--- config.mk ---
export PLATFORM = sky130hd
export DESIGN_NAME = paddle_ctrl
export DESIGN_NICKNAME = d
export VERILOG_FILES = /design/src/rtl/pong_pkg.sv /design/src/rtl/step_accum.sv /design/src/rtl/paddle_ctrl.sv
export SDC_FILE = /design/constraint.sdc
export NUM_CORES = 1
export LEC_CHECK = 0
export ABC_CLOCK_PERIOD_IN_PS = 4400
export BUFFER_PORTS_ARGS = -buffer_cell sky130_fd_sc_hd__buf_2
export CORE_MARGIN = 1
export CORE_UTILIZATION = 45
export CTS_BUF_LIST = sky130_fd_sc_hd__clkbuf_4
export DETAILED_ROUTE_END_ITERATION = 8
export GPL_ROUTABILITY_DRIVEN = 0
export SKIP_CTS_REPAIR_TIMING = 1
export SLEW_MARGIN = 15
export SYNTH_ARGS = -nofsm -noshare
export SYNTH_HDL_FRONTEND = slang
export SYNTH_HIERARCHICAL = 1
export SYNTH_SLANG_ARGS = --single-unit
--- constraint.sdc ---
create_clock -name clk -period 4.4 [get_ports clk]
set_input_delay 0.66 -clock clk [delete_from_list [all_inputs] [get_ports clk]]
set_output_delay 0.66 -clock clk [all_outputs]
set_load 0.02 [all_outputs]
--- src/rtl/pong_pkg.sv ---
// Shared pong constants: playfield geometry, paddle step and movement encodings.
package pong_pkg;
  localparam int SCREEN_W_DEF = 640;
  localparam int PADDLE_W_DEF = 80;
  localparam int STEP_DEF     = 8;
  localparam int XMAX_DEF     = SCREEN_W_DEF - PADDLE_W_DEF;
  localparam int XCTR_DEF     = XMAX_DEF / 2;

  typedef enum logic [1:0] {
    DIR_IDLE  = 2'b00,
    DIR_LEFT  = 2'b01,
    DIR_RIGHT = 2'b10
  } move_dir_e;
endpackage

--- src/rtl/step_accum.sv ---
// Saturating signed pending-step counter fed by left/right pulses.
module step_accum
  import pong_pkg::*;
#(
  parameter int MAX_PEND = 7
) (
  input  logic clk,
  input  logic rst_n,
  input  logic left_op,
  input  logic right_op,
  input  logic consume,
  input  logic clear,
  input  logic flush,
  output logic pend_pos,
  output logic pend_neg
);
  localparam logic signed [4:0] PMAX = 5'(MAX_PEND);

  logic signed [3:0] pend;
  logic signed [4:0] delta, base, sum, pend_nxt;

  always_comb begin
    delta = 5'sd0;
    if (right_op && !left_op)      delta = 5'sd1;
    else if (left_op && !right_op) delta = -5'sd1;

    // base is the counter after any step the paddle just applied
    base = {pend[3], pend};
    if (clear)        base = 5'sd0;
    else if (consume) base = pend_pos ? base - 5'sd1 : base + 5'sd1;

    sum = base + delta;
    pend_nxt = sum;
    if (sum > PMAX)        pend_nxt = PMAX;
    else if (sum < -PMAX)  pend_nxt = -PMAX;
    if (flush)             pend_nxt = 5'sd0;
  end

  always_ff @(posedge clk or negedge rst_n) begin
    if (!rst_n) pend <= 4'sd0;
    else        pend <= pend_nxt[3:0];
  end

  assign pend_pos = !pend[3] && (pend != 4'sd0);
  assign pend_neg = pend[3];
endmodule

--- src/rtl/paddle_ctrl.sv ---
// Paddle position register: applies one queued step per frame tick, clamped to the playfield.
module paddle_ctrl
  import pong_pkg::*;
#(
  parameter int X_W      = 10,
  parameter int SCREEN_W = SCREEN_W_DEF,
  parameter int PADDLE_W = PADDLE_W_DEF,
  parameter int STEP     = STEP_DEF,
  parameter int MAX_PEND = 7
) (
  input  logic           clk,
  input  logic           rst_n,
  input  logic           left_op,
  input  logic           right_op,
  input  logic           frame_tick,
  input  logic           center,
  output logic [X_W-1:0] paddle_x,
  output logic [1:0]     move_dir,
  output logic           at_left,
  output logic           at_right,
  output logic           wall_hit
);
  localparam int XMAX = SCREEN_W - PADDLE_W;
  localparam int XCTR = XMAX / 2;
  localparam logic [X_W:0]   XMAX_W = (X_W+1)'(XMAX);
  localparam logic [X_W:0]   STEP_W = (X_W+1)'(STEP);
  localparam logic [X_W-1:0] XMAX_X = X_W'(XMAX);
  localparam logic [X_W-1:0] XCTR_X = X_W'(XCTR);
  localparam logic [X_W-1:0] STEP_X = X_W'(STEP);

  logic           pend_pos, pend_neg, consume, clear, wall_nxt;
  logic [X_W:0]   cand_up;
  logic [X_W-1:0] x_nxt;

  step_accum #(.MAX_PEND(MAX_PEND)) u_accum (
    .clk      (clk),
    .rst_n    (rst_n),
    .left_op  (left_op),
    .right_op (right_op),
    .consume  (consume),
    .clear    (clear),
    .flush    (center),
    .pend_pos (pend_pos),
    .pend_neg (pend_neg)
  );

  always_comb begin
    cand_up  = {1'b0, paddle_x} + STEP_W;
    x_nxt    = paddle_x;
    wall_nxt = 1'b0;
    consume  = 1'b0;
    clear    = 1'b0;
    if (center) begin
      x_nxt = XCTR_X;
    end else if (frame_tick && pend_pos) begin
      if (cand_up >= XMAX_W) begin
        // landing exactly on the wall is not a hit; overshoot or already there is
        x_nxt    = XMAX_X;
        clear    = 1'b1;
        wall_nxt = (cand_up != XMAX_W);
      end else begin
        x_nxt   = cand_up[X_W-1:0];
        consume = 1'b1;
      end
    end else if (frame_tick && pend_neg) begin
      if (paddle_x < STEP_X) begin
        x_nxt    = '0;
        clear    = 1'b1;
        wall_nxt = 1'b1;
      end else begin
        x_nxt   = paddle_x - STEP_X;
        consume = 1'b1;
      end
    end
  end

  always_ff @(posedge clk or negedge rst_n) begin
    if (!rst_n) begin
      paddle_x <= XCTR_X;
      at_left  <= 1'b0;
      at_right <= 1'b0;
      wall_hit <= 1'b0;
    end else begin
      paddle_x <= x_nxt;
      at_left  <= (x_nxt == '0);
      at_right <= (x_nxt == XMAX_X);
      wall_hit <= wall_nxt;
    end
  end

  always_comb begin
    move_dir = DIR_IDLE;
    if (pend_neg)      move_dir = DIR_LEFT;
    else if (pend_pos) move_dir = DIR_RIGHT;
  end
endmodule

* Word level (Yosys, flattened, before mapping)
Cells that the tools add are included.
Operators by class: $add $sub $neg 5, reduce and logical (&&, ||, !) cells 10, muxes and demuxes 28, $lt $le $gt $ge 4, equal/unequal tests 2
Operators by type and width (count):
- 2-to-1 mux 10 bit | 5
- 2-to-1 mux 5 bit | 5
- 2-to-1 mux 1 bit | 13
- 2-to-1 mux 4 bit | 3
- adder 10 x 4 -> 11 bit (second input constant) | 1
- >= comparator 11 x 10 -> 1 bit (second input constant) | 1
- != test 11 x 10 -> 1 bit (second input constant) | 1
- == test 10 bit (second input constant) | 1
- zero test 10 bit | 1
- less-than comparator 10 x 4 -> 1 bit (second input constant) | 1
- subtractor 10 x 4 -> 10 bit (second input constant) | 1
- adder 4 x 2 -> 5 bit (second input constant) | 1
- adder 5 bit | 1
- greater-than comparator 5 x 4 -> 1 bit (second input constant) | 1
- logical AND 1 bit | 5
- less-than comparator 5 x 4 -> 1 bit (second input constant) | 1
- subtractor 4 x 2 -> 5 bit (second input constant) | 1
- 2-to-1 mux 2 bit | 2
- nonzero test 4 bit | 1
- zero test 1 bit | 3
Word-level totals: output and inout bits 15, register bits 17, input bits 6, word-level logic and storage cells 54

* Logic depth before layout (Yosys ltp)
depth after elaboration 12, gate-level depth with buffers 19, depth with buffers taken out 18

* Hierarchy
The synthesis kept the hierarchy.
Modules (own cells, without submodules):
- paddle_ctrl | area each 1088.5 sq um, seq. area each 329.1 sq um, cells each 113, instances 1
- step_accum | area each 553.0 sq um, seq. area each 100.1 sq um, cells each 66, instances 1

* Worst setup path after synthesis
No wires, ideal clock.
path kind register -> register, start point register paddle_x[3], end point register u_accum.pend[0], cell stages (with the launch flop) 18, arrival time 3.676 ns, path buffers 1, path slack 0.591 ns, data required time 4.267 ns, setup time 0.133 ns, period minus slack after synthesis 3.809 ns, path through dfstp_2 -> ha_1 -> or2b_1 -> nor4_4 -> o31ai_4 -> a21oi_4 -> nor2_1 -> nor2_1 -> clkbuf_1 -> nand2_1 -> mux2i_1 -> a2111oi_0 -> ha_1 -> nand3_1 -> a21oi_1 -> a211o_1 -> a2111oi_4 -> a211oi_2
Between the ends: cells in the longest elaborated chain, start to end 12, elaborated cells between the ends (all ways) 21, classes of those cells add/sub (2); order compare (4); mux (15)
Ends and longest elaborated chain:
- from (decl) | line paddle_ctrl.sv:17 | output logic [X_W-1:0] paddle_x,
- from (signal assigned) | line paddle_ctrl.sv:84 | paddle_x <= x_nxt;
- adder 10 x 4 -> 11 bit / less-than comparator 10 x 4 -> 1 bit (equally long branches) | line paddle_ctrl.sv:48, paddle_ctrl.sv:66
- >= comparator 11 x 10 -> 1 bit / 2-to-1 mux 1 bit (equally long branches) | line paddle_ctrl.sv:56, paddle_ctrl.sv:66
- 2-to-1 mux 1 bit, on equally long branches | line paddle_ctrl.sv:56, paddle_ctrl.sv:65
- 2-to-1 mux 1 bit * | line paddle_ctrl.sv:55 | end else if (frame_tick && pend_pos) begin
- 2-to-1 mux 1 bit * | line paddle_ctrl.sv:53 | if (center) begin
- named net consume | line paddle_ctrl.sv:31 | logic pend_pos, pend_neg, consume, clear, wall_nxt;
- 2-to-1 mux 5 bit * | line step_accum.sv:30 | else if (consume) base = pend_pos ? base - 5'sd1 : base + 5'sd1;
- 2-to-1 mux 5 bit * | line step_accum.sv:29 | if (clear) base = 5'sd0;
- adder 5 bit * | line step_accum.sv:32 | sum = base + delta;
- less-than comparator 5 x 4 -> 1 bit | line step_accum.sv:35 | else if (sum < -PMAX) pend_nxt = -PMAX;
- 2-to-1 mux 4 bit | line step_accum.sv:35
- 2-to-1 mux 4 bit * | line step_accum.sv:34 | if (sum > PMAX) pend_nxt = PMAX;
- 2-to-1 mux 4 bit * | line step_accum.sv:36 | if (flush) pend_nxt = 5'sd0;
- named net u_accum.pend_nxt[0] | line step_accum.sv:20 | logic signed [4:0] delta, base, sum, pend_nxt;
- to (signal assigned) | line step_accum.sv:41 | else pend <= pend_nxt[3:0];
- to (decl) | line step_accum.sv:19 | logic signed [3:0] pend;
Mark *: on every way through the listed nets, which the timed path passes. The rest lies on a longest branch.

* Final worst setup path
Ends and elaborated chain as after synthesis.

==> impl_metrics.csv <==
group,metric,value,unit
placement,placed_cells,242,
placement,place_hpwl,2960,microns
drt,vias,1436,
logic_synthesis,synth_top_area_frac,0.213,
drt,routedWlPerCell,15.0,microns
timing,hold_viol_final,0,
die,initial_core_util,0.481,
timing,hold_ws,0.271,ns
logic_synthesis,synth_ff_type,"dfrtp_1",
cells_and_area,finalInstanceArea,1810,sq um
job,cap_violations,0,
die,rows,21,
setup_path,reg2reg_setup_slack,0.34,ns
setup_path,crit_fanout,8,
setup_path,crit_arrival,4.23,ns
logic_synthesis,async_reset_ff_frac,1.00,
logic_synthesis,synth_area_per_cell,9.17,sq um
logic_synthesis,synth_nets,195,
die,core_area,3420,sq um
timing,finalSetupViolations,0,
run_status,status,"finished clean",
drt,drc,0,
setup_path,worst_r2r_endpoint,"u_accum/pend[0]",
logic_synthesis,ys_warn_count,6,
timing,rsz0062_at_grt,"no",
cells_and_area,fin_nets,218,
power_and_ir_drop,power.total,1.19,mW
setup_path,cpPeakStageDelay,0.61,ns
drt,first_pass_iters,4,
die,die-height,62.4,microns
die,fp.dieW,62.4,microns
clock_tree,insertion_delay,0.28,ns
global_route,grt_antenna_before_repair,0,
setup_path,worstSetupEndpointType,"flop",
clock_tree,clock_sinks,17,
logic_synthesis,ys_ff_latch,17,
drt,routed_wirelength,3690,microns
logic_synthesis,yosysSeqAreaShare,0.261,
clock_tree,path_clk_slew,0.10,ns
power_and_ir_drop,ir_worst_vdd,0.371,mV
setup_path,cp-start-kind,"flop",
setup_path,cp.required,4.56,ns
setup_path,rr_startpoint,"paddle_x[3]",
logic_synthesis,ys_types,59,
timing,skew,0.00616,ns
global_route,grt_usage,0.199,
cells_and_area,num_antenna_cells,0,
timing,drv_slew,0,
logic_synthesis,synth_enable_flop_cells,0,
timing,fin_setup_tns,0,ns
timing,period_share,0.924,
drt,antenna_left,0,
setup_path,startpoint,"paddle_x[3]",
cells_and_area,multiInputGateArea,1120,sq um
clock_tree,htree_levels,1,
timing,period_minus_slack,4.06,ns
drt,via_per_inst,5.81,
setup_path,cp_cell_sequence,"ha_1 > xnor2_1 > nand2b_1 > o31ai_4 > a21oi_4 > nor2_1 > nor2_2 > inv_1 > a211oi_1 > o21ai_0 > a21oi_1 > ha_1 > a21oi_1 > and3_1 > o211ai_1 > buf_4 > a2111oi_4 > a211oi_2",
setup_path,path_class,"flop to flop",
cells_and_area,fin_cells,247,
clock_tree,cts_buffer_depth,2,
global_route,grt_max_degree,22,
logic_synthesis,synth.area.top_cells,"dfrtp_1 (21%), ha_1 (6.1%), dfstp_2 (4.8%)",
worst_hold_path,hp-class,"input port to asynchronous set/reset pin",
global_route,grt_pass1_wl,6280,microns
timing,worst_slew_pin_slew,0.511,ns
drt,drt_iter0_drc,56,
logic_synthesis,syn_area,1640,sq um
global_route,first_global_vias,1351,
setup_path,cp_slowest_cell,"dfstp_2",
logic_synthesis,syn-instance-count,179,
power_and_ir_drop,leakage,0.789,nW
global_route,overflow,0,
clock_tree,cts-buffers-inserted,3,
setup_path,reg2reg_depth,18,
cells_and_area,drive_gt1_frac,0.279,
cells_and_area,num-fill-cells,348,
power_and_ir_drop,powerDensity,657,nW/um^2
clock_tree,cts_tree,"built",
placement,dpl_cell_area,1770,sq um
timing,max_freq,0.246,GHz
cells_and_area,layout.area.seq,429,sq um
placement,io_buffers,20,
die,ios,21,
cells_and_area,syn2layout_area_growth,10.2,%
die,dieArea,3890,sq um
setup_path,crit_end,"u_accum/pend[0]",
clock_tree,root_buffer,"clkbuf_4",
timing,relSlewSlack,0.657,
logic_synthesis,synth_top_area_cell,"dfrtp_1",
==> critical path, delay by kind of cell (launching register included) <==
kind	cells	cell delay (ns)
DFF	1	0.61
AOI/OAI and AO/OA	9	1.53
and+or+nand+nor	4	0.75
buffers and inverters	2	0.30
xor gates and xnor gates	1	0.19
adders and majority gates	2	0.55
==> synthesized netlist by cell type, drive strengths merged, types with 2 or more instances <==
library cell and n:
nand3 9, dfstp 3, or2b 2, nand2 9, o31ai 2, nor4 4, o211ai 3, xnor2 3
a211oi 7, nor2b 4, a2111oi 2, and3 5, a22o 2, nor2 20, nor3 11, nand2b 4
a22oi 2, dfrtp 14, inv 10, ha 8, fa 2, o22ai 3, clkbuf 2, and2 5
o21ai 3, a21oi 14, mux2i 2, xor2 3, buf 5, or2 2
==> through the flow <==
step	util	worst slack [ns]
global route	0.530	0.0154
detailed placement	0.518	0.270
global placement	0.518	0.380
CTS	0.527	0.232
floorplan	-	0.591
finish	0.530	0.336
==> report_power, final <==
part	switching, mW	leakage (nW)	internal, mW
Clock	0.0461	0.0184	0.0413
Sequential	0.0673	0.221	0.203
Combinational	0.494	0.550	0.336
==> worst min path at each step <==
| stage | endpoint | slack, ns | cells after the start |
|---|---|---|---|
| floorplan | at_left | 0.36 | 0 |
| global route | paddle_x[1] | 0.28 | 1 |
| detailed placement | paddle_x[0] | 0.54 | 1 |
| finish | paddle_x[1] | 0.27 | 1 |
| global placement | paddle_x[0] | 0.52 | 1 |
| CTS | paddle_x[1] | 0.27 | 1 |
==> cell type report <==
| class | count | share of cell area |
|---|---|---|
| flip-flops and latches | 17 | 0.237 |
| inverters | 10 | 0.0207 |
| multi-input cells | 145 | 0.618 |
| clock buffers | 4 | 0.0166 |
| well taps | 46 | 0.0318 |
| repair buffers | 25 | 0.0761 |
==> state kept, by name (all words and copies together) (netlist names) <==
signal	count
wall_hit	1
at_right	1
u_accum/pend	4
paddle_x	10
at_left	1
==> metal layers <==
layer	track usage	wire, microns
met3	0.0201	113
met5	0	0
met2	0.306	1690
met1	0.292	1860
met4	0.0610	31
==> layout by cell type, fill, tap and decap left out, types with 3 or more instances in the layout <==
master	netlist	final
a211oi_1	5	5
a21oi_1	12	12
and2_1	5	5
and3_1	4	4
buf_2	0	20
buf_4	1	5
clkbuf_4	0	4
dfrtp_1	14	14
dfstp_2	3	3
ha_1	8	8
inv_1	10	10
nand2_1	9	9
nand2b_1	4	4
nand3_1	7	7
nor2_1	19	18
nor2b_1	3	3
nor3_1	9	9
o211ai_1	3	3
o22ai_1	3	3
xnor2_1	3	3
==> kinds of logic after synthesis <==
kind of cell / after synthesis / share of synthesized area
AOI/OAI and AO/OA: 48 / 0.246
xor gates and xnor gates: 6 / 0.0435
adders and majority gates: 10 / 0.0854
buffers and inverters: 17 / 0.0595
DFF: 17 / 0.261
muxes: 2 / 0.0122
and+or+nand+nor: 79 / 0.292
Power figures use the tool's default switching activity.
